--- config.mk ---
export PLATFORM = sky130hd
export DESIGN_NAME = alu_ctrl_seq_flat
export DESIGN_NICKNAME = d
export VERILOG_FILES = /design/src/rtl/alu_ctrl_seq_if.sv /design/src/rtl/alu_ctrl_seq.sv /design/src/flat_wrapper.sv
export SDC_FILE = /design/constraint.sdc
export NUM_CORES = 1
export LEC_CHECK = 0
export CAP_MARGIN = 30
export CORE_AREA = 2 2 77 79
export DETAILED_ROUTE_END_ITERATION = 16
export DIE_AREA = 0 0 79 81
export PLACE_DENSITY = 0.85
export SKIP_CTS_REPAIR_TIMING = 1
export SYNTH_ARGS = -nofsm -noshare
export SYNTH_HDL_FRONTEND = slang
export SYNTH_SLANG_ARGS = --single-unit
export TNS_END_PERCENT = 20
--- constraint.sdc ---
create_clock -name clk -period 1.8 [get_ports clk]
set_input_delay 0.18 -clock clk [delete_from_list [all_inputs] [get_ports clk]]
set_output_delay 0.18 -clock clk [all_outputs]
set_load 0.02 [all_outputs]
--- src/rtl/alu_ctrl_seq_if.sv ---
// ============================================================================
// Module  : alu_ctrl_seq_if
// Brief   : Instruction handshake and datapath control bundle for alu_ctrl_seq.
// Revision: 1.0
// ============================================================================
`default_nettype none

interface alu_ctrl_seq_if #(
    parameter int DATA_W = 16,
    parameter int NREG   = 16
);
    logic [15:0]       instr;
    logic              instr_valid;
    logic              instr_ready;
    logic [NREG-1:0]   reg_enable;
    logic [3:0]        sel_a;
    logic [3:0]        sel_b;
    logic              imm_sel;
    logic [DATA_W-1:0] imm;
    logic [3:0]        opcode;
    logic              busy;
    logic              done;
    logic [15:0]       instr_count;

    modport master (
        output instr, instr_valid,
        input  instr_ready, reg_enable, sel_a, sel_b, imm_sel, imm,
               opcode, busy, done, instr_count
    );

    modport slave (
        input  instr, instr_valid,
        output instr_ready, reg_enable, sel_a, sel_b, imm_sel, imm,
               opcode, busy, done, instr_count
    );
endinterface

`default_nettype wire

--- src/rtl/alu_ctrl_seq.sv ---
// ============================================================================
// Module  : alu_ctrl_seq
// Brief   : Four-state control sequencer decoding 16-bit instructions into ALU
//           datapath selects, immediate, opcode and register write enables.
// Revision: 1.0
// ============================================================================
`default_nettype none

module alu_ctrl_seq #(
    parameter int         DATA_W = 16,
    parameter int         NREG   = 16,
    parameter logic [3:0] CMP_OP = 4'hB
) (
    input  wire logic          clk,
    input  wire logic          reset,
    alu_ctrl_seq_if.slave      bus
);

    localparam logic [1:0] c_IDLE      = 2'd0;
    localparam logic [1:0] c_DECODE    = 2'd1;
    localparam logic [1:0] c_EXECUTE   = 2'd2;
    localparam logic [1:0] c_WRITEBACK = 2'd3;

    logic [1:0]        r_state;
    logic [3:0]        r_sel_a;
    logic [3:0]        r_sel_b;
    logic              r_imm_sel;
    logic [DATA_W-1:0] r_imm;
    logic [3:0]        r_opcode;
    logic [NREG-1:0]   r_reg_enable;
    logic              r_done;
    logic [15:0]       r_instr_count;

    logic [3:0]        w_op;
    logic [3:0]        w_ext;
    logic [7:0]        w_imm8;
    logic [NREG-1:0]   w_onehot;
    logic              w_accept;

    assign w_op     = bus.instr[15:12];
    assign w_ext    = bus.instr[7:4];
    assign w_imm8   = bus.instr[7:0];
    assign w_onehot = {{(NREG-1){1'b0}}, 1'b1} << r_sel_a;

    // Ready is masked during reset so nothing looks accepted while the
    // sequencer is being cleared.
    assign bus.instr_ready = (r_state == c_IDLE) && reset;
    assign w_accept        = bus.instr_ready && bus.instr_valid;

    // Fields are decoded straight into the output registers on the accept
    // edge, so the selects are stable for the whole DECODE..WRITEBACK window.
    always_ff @(posedge clk) begin
        if (!reset) begin
            r_state       <= c_IDLE;
            r_sel_a       <= 4'd0;
            r_sel_b       <= 4'd0;
            r_imm_sel     <= 1'b0;
            r_imm         <= '0;
            r_opcode      <= 4'd0;
            r_reg_enable  <= '0;
            r_done        <= 1'b0;
            r_instr_count <= 16'd0;
        end else begin
            r_reg_enable <= '0;
            r_done       <= 1'b0;
            case (r_state)
                c_IDLE: begin
                    if (w_accept) begin
                        r_sel_a <= bus.instr[11:8];
                        r_sel_b <= bus.instr[3:0];
                        r_imm   <= {{(DATA_W-8){w_imm8[7]}}, w_imm8};
                        if (w_op == 4'd0) begin
                            r_opcode  <= w_ext;
                            r_imm_sel <= 1'b0;
                        end else begin
                            r_opcode  <= w_op;
                            r_imm_sel <= 1'b1;
                        end
                        r_state <= c_DECODE;
                    end
                end
                c_DECODE: begin
                    r_state <= c_EXECUTE;
                end
                c_EXECUTE: begin
                    r_reg_enable <= (r_opcode == CMP_OP) ? '0 : w_onehot;
                    r_done       <= 1'b1;
                    r_state      <= c_WRITEBACK;
                end
                c_WRITEBACK: begin
                    r_instr_count <= r_instr_count + 16'd1;
                    r_state       <= c_IDLE;
                end
                default: begin
                    r_state <= c_IDLE;
                end
            endcase
        end
    end

    assign bus.sel_a       = r_sel_a;
    assign bus.sel_b       = r_sel_b;
    assign bus.imm_sel     = r_imm_sel;
    assign bus.imm         = r_imm;
    assign bus.opcode      = r_opcode;
    assign bus.reg_enable  = r_reg_enable;
    assign bus.done        = r_done;
    assign bus.busy        = (r_state != c_IDLE);
    assign bus.instr_count = r_instr_count;

endmodule

`default_nettype wire
--- src/flat_wrapper.sv ---
// flat-port wrapper written by rule: the top's interface ports become plain ports
module alu_ctrl_seq_flat 
#(
    parameter int         DATA_W = 16,
    parameter int         NREG   = 16,
    parameter logic [3:0] CMP_OP = 4'hB
)
  (clk, reset, bus_instr, bus_instr_valid, bus_instr_ready, bus_reg_enable, bus_sel_a, bus_sel_b, bus_imm_sel, bus_imm, bus_opcode, bus_busy, bus_done, bus_instr_count);
  alu_ctrl_seq_if #(.DATA_W(DATA_W), .NREG(NREG)) bus_i ();
  input  wire logic clk;
  input  wire logic reset;
  input wire logic [$bits(bus_i.instr)-1:0] bus_instr;
  input wire logic [$bits(bus_i.instr_valid)-1:0] bus_instr_valid;
  output wire logic [$bits(bus_i.instr_ready)-1:0] bus_instr_ready;
  output wire logic [$bits(bus_i.reg_enable)-1:0] bus_reg_enable;
  output wire logic [$bits(bus_i.sel_a)-1:0] bus_sel_a;
  output wire logic [$bits(bus_i.sel_b)-1:0] bus_sel_b;
  output wire logic [$bits(bus_i.imm_sel)-1:0] bus_imm_sel;
  output wire logic [$bits(bus_i.imm)-1:0] bus_imm;
  output wire logic [$bits(bus_i.opcode)-1:0] bus_opcode;
  output wire logic [$bits(bus_i.busy)-1:0] bus_busy;
  output wire logic [$bits(bus_i.done)-1:0] bus_done;
  output wire logic [$bits(bus_i.instr_count)-1:0] bus_instr_count;
  assign bus_i.instr = bus_instr;
  assign bus_i.instr_valid = bus_instr_valid;
  assign bus_instr_ready = bus_i.instr_ready;
  assign bus_reg_enable = bus_i.reg_enable;
  assign bus_sel_a = bus_i.sel_a;
  assign bus_sel_b = bus_i.sel_b;
  assign bus_imm_sel = bus_i.imm_sel;
  assign bus_imm = bus_i.imm;
  assign bus_opcode = bus_i.opcode;
  assign bus_busy = bus_i.busy;
  assign bus_done = bus_i.done;
  assign bus_instr_count = bus_i.instr_count;
  alu_ctrl_seq #(.DATA_W(DATA_W), .NREG(NREG), .CMP_OP(CMP_OP)) u_core (.clk(clk), .reset(reset), .bus(bus_i));
endmodule
* Word level (Yosys, flattened, before mapping)
Cells that the tools add are included.
Operators by class: $add $sub $neg 1, equal/unequal tests 5, shift-type cells 1, multiplexer cells 5, bitwise logic cells 2, reduce and logical (&&, ||, !) cells 7
Operator list (count):
- $add A16 B1 Y16 const B | 1
- $shl A1 B4 Y16 const A | 1
- $pmux W2 S4 | 1
- $eq A2 B2 Y1 const B | 2
- $eq A4 B4 Y1 const B | 1
- $logic_not A4 Y1 | 1
- $mux W4 | 1
- $reduce_or A3 Y1 | 1
- $eq A2 B1 Y1 const B | 1
- $logic_and A1 B1 Y1 | 2
- $logic_not A2 Y1 | 1
- $mux W1 | 2
- $mux W2 | 1
- $ne A2 B1 Y1 const B | 1
- $not A1 Y1 | 2
- $reduce_and A2 Y1 | 1
- $reduce_bool A2 Y1 | 1
Storage, ports and cells: register bits after elaboration 56, input bits 19, word-level logic and storage cells 30

* Longest topological paths before layout
Gate-level depths: netlist of run 1.
depth in word-level cells 5, depth in mapped cells 7

* Worst setup path after synthesis of run 1
No wires, ideal clock.
kind register to register, start register u_core.r_state[1], end register u_core.r_instr_count[13] (netlist: u_core.bus.instr_count[13]), library setup time 0.071 ns, data arrival time 1.574 ns, data required time 1.729 ns, slack 0.156 ns, stages on the path, launching flop included 7, cells stage by stage dfxtp_1 > ha_1 > and3_1 > buf_6 > nand2_4 > or4_1 > a21oi_1
Between the ends: longest elaborated chain between the ends 1
Ends and longest elaborated chain:
- start, declared | line alu_ctrl_seq.sv:24 | logic [1:0] r_state;
- start signal, assigned | line alu_ctrl_seq.sv:54 | r_state <= c_IDLE;
- start signal, assigned | line alu_ctrl_seq.sv:79 | r_state <= c_DECODE;
- start signal, assigned | line alu_ctrl_seq.sv:83 | r_state <= c_EXECUTE;
- $eq A2 B2 Y1 | line alu_ctrl_seq.sv:66 | case (r_state)
- end signal, assigned | line alu_ctrl_seq.sv:91 | r_instr_count <= r_instr_count + 16'd1;
- end, declared | line alu_ctrl_seq.sv:32 | logic [15:0] r_instr_count;
Every way passes these cells. A chain may end at the register's enable or synchronous reset.

==> results of run 1 <==
==> cells in the final DEF, fill, tap and decap left out, drive strengths merged, types with 5 or more instances in the layout <==
cell type      synthesis  final
dfxtp                 52     52
nor3                   5      5
o21ai                 18     18
a21oi                 13     13
nand4                  6      6
clkdlybuf4s50          0     80
xor2                   7      7
ha                     5      5
nor2                  30     30
nand3                  6      6
nand2                 28     28
clkbuf                 6      5
buf                   16     10
inv                    5      6
==> path summary, 6_finish.rpt <==
check | from | to | slack [ps] | depth (start not counted)
worst max-delay path | u_core.bus.imm[7]$_SDFFE_PN0P_ | bus_imm[11] | 170 | 1
worst max register to register | u_core.r_state[1]$_SDFFE_PN0P_ | u_core.bus.instr_count[14]$_SDFFE_PN0N_ | 190 | 6
worst min-delay path | bus_instr[3] | u_core.bus.imm[3]$_SDFFE_PN0P_ | 420 | 3
worst min register to register | u_core.bus.imm[4]$_SDFFE_PN0P_ | u_core.bus.imm[4]$_SDFFE_PN0P_ | 460 | 2
==> logic make-up after synthesis <==
kind of cell | synth area share
AND/OR/NAND/NOR | 0.230
flip-flops | 0.513
AO/OA/AOI/OAI | 0.0912
buffers and inverters | 0.0770
XOR/XNOR | 0.0431
adder cells (fa/ha/maj) | 0.0308
multiplexers | 0.0148
==> metrics by stage <==
| step | area (sq um) | utilization |
|---|---|---|
| after floorplan | 2030 | - |
| after global placement | 2900 | 0.510 |
| after detailed placement | 2900 | 0.510 |
| after CTS | 2990 | 0.527 |
| after global routing | 3000 | 0.528 |
| final | 3000 | 0.528 |
==> registers in the layout, summed over array words and instances, names as in the netlist <==
name,count
u_core.bus.sel_a,4
u_core.bus.reg_enable,16
u_core.bus.instr_count,16
u_core.bus.imm,8
u_core.bus.imm_sel,1
u_core.r_state,2
u_core.bus.opcode,4
u_core.bus.done,1
==> area by class of cell <==
cell class              instances  area [sq um]  share of cell area
multi-input cells             149           833               0.278
flip-flops and latches         52          1040               0.347
repair buffers                 92           913               0.305
well taps                      75          93.8              0.0313
clock buffers                   5          68.8              0.0230
inverters                       5          18.8             0.00626
clock inverters                 3          27.5             0.00919
==> routing by layer <==
metal,global-route usage,up-vias
li1,-,904
met1,0.168,800
met2,0.265,57
met3,0.0244,6
met4,0.0552,0
met5,0,-
==> power by group through the flow <==
stage	Clock (mW)	Combinational, mW	Sequential [mW]
6_report	0.677	0.829	1.35
5_1_grt	0.758	0.902	1.37
4_1_cts	0.709	0.846	1.35
3_5_place_dp	0	0.841	1.38
3_3_place_gp	0	0.823	1.37
2_1_floorplan	0	0.397	1.46
==> results list, run 1 <==
* Largest cells by area after synthesis: dfxtp_1 (51%), nor2_1 (5.5%), nand2_1 (5.0%), buf_4 (4.4%), a21oi_1 (3.2%)
* Cell with the largest stage delay on the worst path: clkdlybuf4s50_1
- Setup repair after global routing left no endpoint under its margin.
* Fin worst setup slack: 169 ps
* Share of Yosys cell area claimed by the top area cell type: 0.513
* Final Instance Count excl. Fillers: 381
- The layout has 539 filler cells.
* Overall die height: 81 um
- On the worst path, the slowest cell contributes a delay of 670 ps.
- Yosys cell types: 34
- Clock tree synthesis found a total of 52 sinks.
- Of the total power, the share spent switching nets is 0.322.
* Met2 Wirelength: 2.25 mm
* Number of synthesized register bits: 52
- Before CTS, the worst setup slack after placement is 142 ps.
- In this run the clock root is driven by a clkbuf_8.
- Hold Vio Cnt, Final: 0
* Worst hold slack across all endpoints: 418 ps
- For this run, asynchronously set or reset flops after synthesis account for 0.
* Highest ir drop seen on vdd: 0.000512 V
- Buf+Inv Stages, Crit Path: 1
- Average via count per standard cell: 4.64
* Initial antenna violation count: 0
- Of the synthesized area, sequential elements account for 0.513.
* GRT Util Overall: 0.144
- Number of DRC violations after detailed routing: 0
- Net count after synthesis: 252
- Sequential cell fraction of total power: 0.473
* Kind of cell adding the most delay to the critical path: buffers and inverters
- Most common flop cell mapped by yosys: dfxtp_1
- Ordered cell list for the critical path: clkdlybuf4s50_1
- Subtracting the final worst setup slack from the clock period gives 1630 ps.
- In this run, the number of DRC markers left after iteration 0 of detailed routing was 72.
* Horizontal die dimension: 79 um
- The first global-routing pass estimated 7.47 mm of wire.
- # H-tree levels: 2
- The internal power of the cells totals 1.94 mW.
- Entering global routing, the biggest net connects 32 pins.
- The worst hold path belongs to the class input pin to flop.
- The cell area that synthesis handed to floorplanning was 2030 sq um.
- Including well taps, the total number of placed cells is 373.
* Run status: finished clean
- Clk buf depth: 2
- Final clock skew: 6.57 ps
- The congestion estimate from routability-driven global placement came to 0.805.
* EDFF count, synth: 0
- The critical path in this run is classified as flop to output pin.
* Number of vias after detailed routing: 1,767
- Largest area contributor in the netlist: dfxtp_1
- Die area: 6400 sq um
- The Yosys step of the flow raised 0 warnings.
- Setup TNS: 0 ps
- Met3 wirelength from detailed routing: 204 um
- Setup violations remaining at the end of the flow were counted as 0.
- First-pass detailed-route iteration total: 4
- Dividing the detail-routed wire length by the instance count gives 11.8 um.
- Port buffering added 82 buffers.
* Most instantiated cells after synthesis: dfxtp_1 (52), nor2_1 (30), nand2_1 (27)
- Critical Path Start Type: flop
- The count of final max-slew check failures is 0.
- Once detail routing completed, the nets flagged for antenna violations numbered 0.
- Largest fanout on the critical path: 10
* Part of the power in the clock network: 0.237
- After detailed routing, no signal wire sits above met4.
- Clock latency on the worst-skew pair: 300 ps
- For this design the ratio of total power to cell area is 953 nW/um^2.
* Worst slew slack as a fraction of its limit: 0.791
* HPWL after detailed placement: 3.39 mm
* Gate Count Post-Synth: 228
- The final layout contains routed wiring with a total length of 4.50 mm.
- Number of CTS-inserted buffers: 5
- Number of nets in the finished design: 329
* Antenna diode instance count: 0
- Effective utilization at floorplan: 0.358
- Critical path data arrival time: 1450 ps
- Crit share post-route: 0.906
- For this design the static power due to leakage is 1.13 nW.
- Overall power consumption after layout is estimated at 2.86 mW.
- Clock tree from TritonCTS: yes
- Summed over all layers, the global routing overflow is 0.
* Top-level port count: 83
- Core area: 5680 sq um
- Synthesized area per cell: 8.91 sq um
- Cell with the most instances after synthesis: dfxtp_1
* Transition time of the tightest slew-check pin: 311 ps
* Share of cells above drive strength 1: 0.0719
- Vias in the first global route: 1,684
- Register clock-pin slew on the reported worst setup and hold paths: 100 ps
- Max-capacitance violation count: 0
* Peak clock frequency supported by timing: 0.613 GHz
- In this run the core area contains 28 standard-cell rows.
- At the worst endpoint, the required time is 1620 ps.
* Area Growth Syn to Fin: 47.6%
- In this run the power spent charging and discharging nets is 919 uW.
* Share of total power in combinational logic: 0.290
- WL met1: 1.99 mm
- STA classifies the critical path endpoint as an output pin.
(Power assumes the default switching activity.)
==> run 2, diff against run 1 <==
PLACE_DENSITY = 0.76   (was 0.85)
==> run 2 against run 1 <==
  * Sequential power about the same
  * Fmax decreased by 0.89%
  * Wire length down 1.8%
  * Sequential share of layout area grew 0.058 points
  * Utilization decreased by 0.088 points
  * Via count is 1.6% higher
  * Total power shrank 0.37%
  * Worst setup slack worse by 15 ps
  * Critical path type unchanged
  * Critical endpoint is now bus_imm[12]
==> results list, run 2 (synthesis gave the netlist of run 1 again) <==
* Unrepaired setup endpoints after global routing: false
- For this design the ratio of total power to cell area is 951 nW/um^2.
- Share of cells above drive strength 1: 0.0749
* Total grt overflow: 0
- In the routed layout, each cell is associated on average with a via count of 4.70.
- Highest ir drop seen on vdd: 0.000549 V
- Worst hold slack across all endpoints: 407 ps
- Number of vias after detailed routing: 1,796
* Clock tree root buffer cell: clkbuf_8
- # H-tree levels: 2
- Die area: 6400 sq um
- Drt first-iter violations: 98
- Minimum clock period: 1650 ps
* Area Growth Syn to Fin: 47.3%
- Clock tree from TritonCTS: yes
* Number of max-slew violations in the final report: 0
* Worst hold path class: input pin to flop
- Walking the worst path, the cells encountered are clkdlybuf4s50_1.
- 83 I/O pins were placed.
- Register clock-pin slew on the reported worst setup and hold paths: 100 ps
* Port Buffers: 82
- Setup violations remaining at the end of the flow were counted as 0.
- CP Class: flop to output pin
- Buf+Inv Stages, Crit Path: 1
* Setup TNS: 0 ps
- Setup WS pre-CTS: 218 ps
- Vias in the first global route: 1,664
- First-pass detailed-route iteration total: 4
- After detailed routing, the number of remaining DRC violations is 0.
- Run status: finished clean
- At the pin with the least slew margin, the transition time is 482 ps.
- Crit share post-route: 0.914
* Std-Cell Rows: 28
- 0 antenna diodes ended up in the layout.
* Peak clock frequency supported by timing: 0.608 GHz
* Worst path required time: 1620 ps
- Most common cell after layout, fill and taps aside: clkdlybuf4s50_1
- Kind of cell adding the most delay to the critical path: buffers and inverters
- Along the worst path, the maximum fanout reaches 10.
- At the end of routability-driven placement, the weighted congestion stood at 0.787.
- Horizontal die dimension: 79 um
- The first global-routing pass estimated 7.00 mm of wire.
- In this run the static leakage power is 1.13 nW.
- Critical path data arrival time: 1470 ps
- Biggest cell delay along the critical path: 670 ps
- The tool flagged a number of max-cap violations equal to 0.
- Hold Vio Cnt, Final: 0
- HPWL after detailed placement: 3.32 mm
- Fin worst setup slack: 154 ps
* Kind of end point of the critical path: output pin
- Final clock skew: 8.15 ps
- Clock latency on the worst-skew pair: 300 ps
- Effective utilization at floorplan: 0.358
* Sink count of the clock tree: 52
* Placed Instance Area: 2890 sq um
* Avg WL per Cell: 11.6 um
- Initial antenna violation count: 0
- Headroom to the max-slew limit came out at 0.675.
- The final layout contains 330 nets.
- TritonCTS created 5 clock buffers.
- Commonest cells after routing, fill and taps aside: clkdlybuf4s50_1 (80), dfxtp_1 (52), nor2_1 (30), nand2_1 (27), a21oi_1 (13)
- In this run the vertical extent of the chip is 81 um.
- The final layout contains routed wiring with a total length of 4.42 mm.
* Number of nets with antenna violations after detailed routing: 0
- Cell with the largest stage delay on the worst path: clkdlybuf4s50_1
- Finished Cell Area: 2990 sq um
* Clk buf depth: 2
- GRT Util Overall: 0.136
- Entering global routing, the biggest net connects 24 pins.
- The worst setup path is launched from a flop.
* Core area: 5680 sq um
==> run 2: metal layers <==
metal  part of all wire  routed length, um  track usage
met3              0.063                277       0.0367
met2               0.49               2140        0.236
met4             0.0034                 15       0.0500
met1               0.45               1980        0.160
met5                  0                  0            0
==> run 2: final cells by class <==
class	instances	area [sq um]
fillers	536	2680
flip-flops and latches	52	1040
repair buffers	93	908
multi-input cells	149	833
well taps	75	93.8
clock buffers	5	68.8
clock inverters	3	27.5
inverters	5	18.8
==> run 2: worst reg2reg max path: stages (launching register included) <==
cell	delay [ps]
dfxtp_1	390
ha_1	180
buf_4	140
nand4_1	210
nor4_1	360
xnor2_1	160
nor2_1	50
==> run 2: power by group <==
group,switching [mW],total [mW],internal [mW]
Sequential,0.0954,1.35,1.25
Clock,0.394,0.680,0.286
Combinational,0.425,0.816,0.390
Total,0.915,2.85,1.93
==> run 2: final timing paths <==
path | start | endpoint | slack [ps] | cells after the start
worst max-delay path | u_core.bus.imm[7]$_SDFFE_PN0P_ | bus_imm[12] | 150 | 1
worst min-delay path | bus_instr[1] | u_core.bus.imm[1]$_SDFFE_PN0P_ | 410 | 3
worst max register to register | u_core.r_state[1]$_SDFFE_PN0P_ | u_core.bus.instr_count[14]$_SDFFE_PN0N_ | 200 | 6
worst min register to register | u_core.bus.imm[4]$_SDFFE_PN0P_ | u_core.bus.imm[4]$_SDFFE_PN0P_ | 460 | 2
==> run 2: per-stage QoR <==
stage / utilization / instances / power [mW]
6_report: 0.527 / 382 / 2.85
5_1_grt: 0.527 / 382 / 3.02
4_1_cts: 0.526 / 382 / 2.89
3_5_place_dp: 0.509 / 374 / 2.20
3_3_place_gp: 0.509 / 374 / 2.19
2_1_floorplan: - / 228 / 1.86
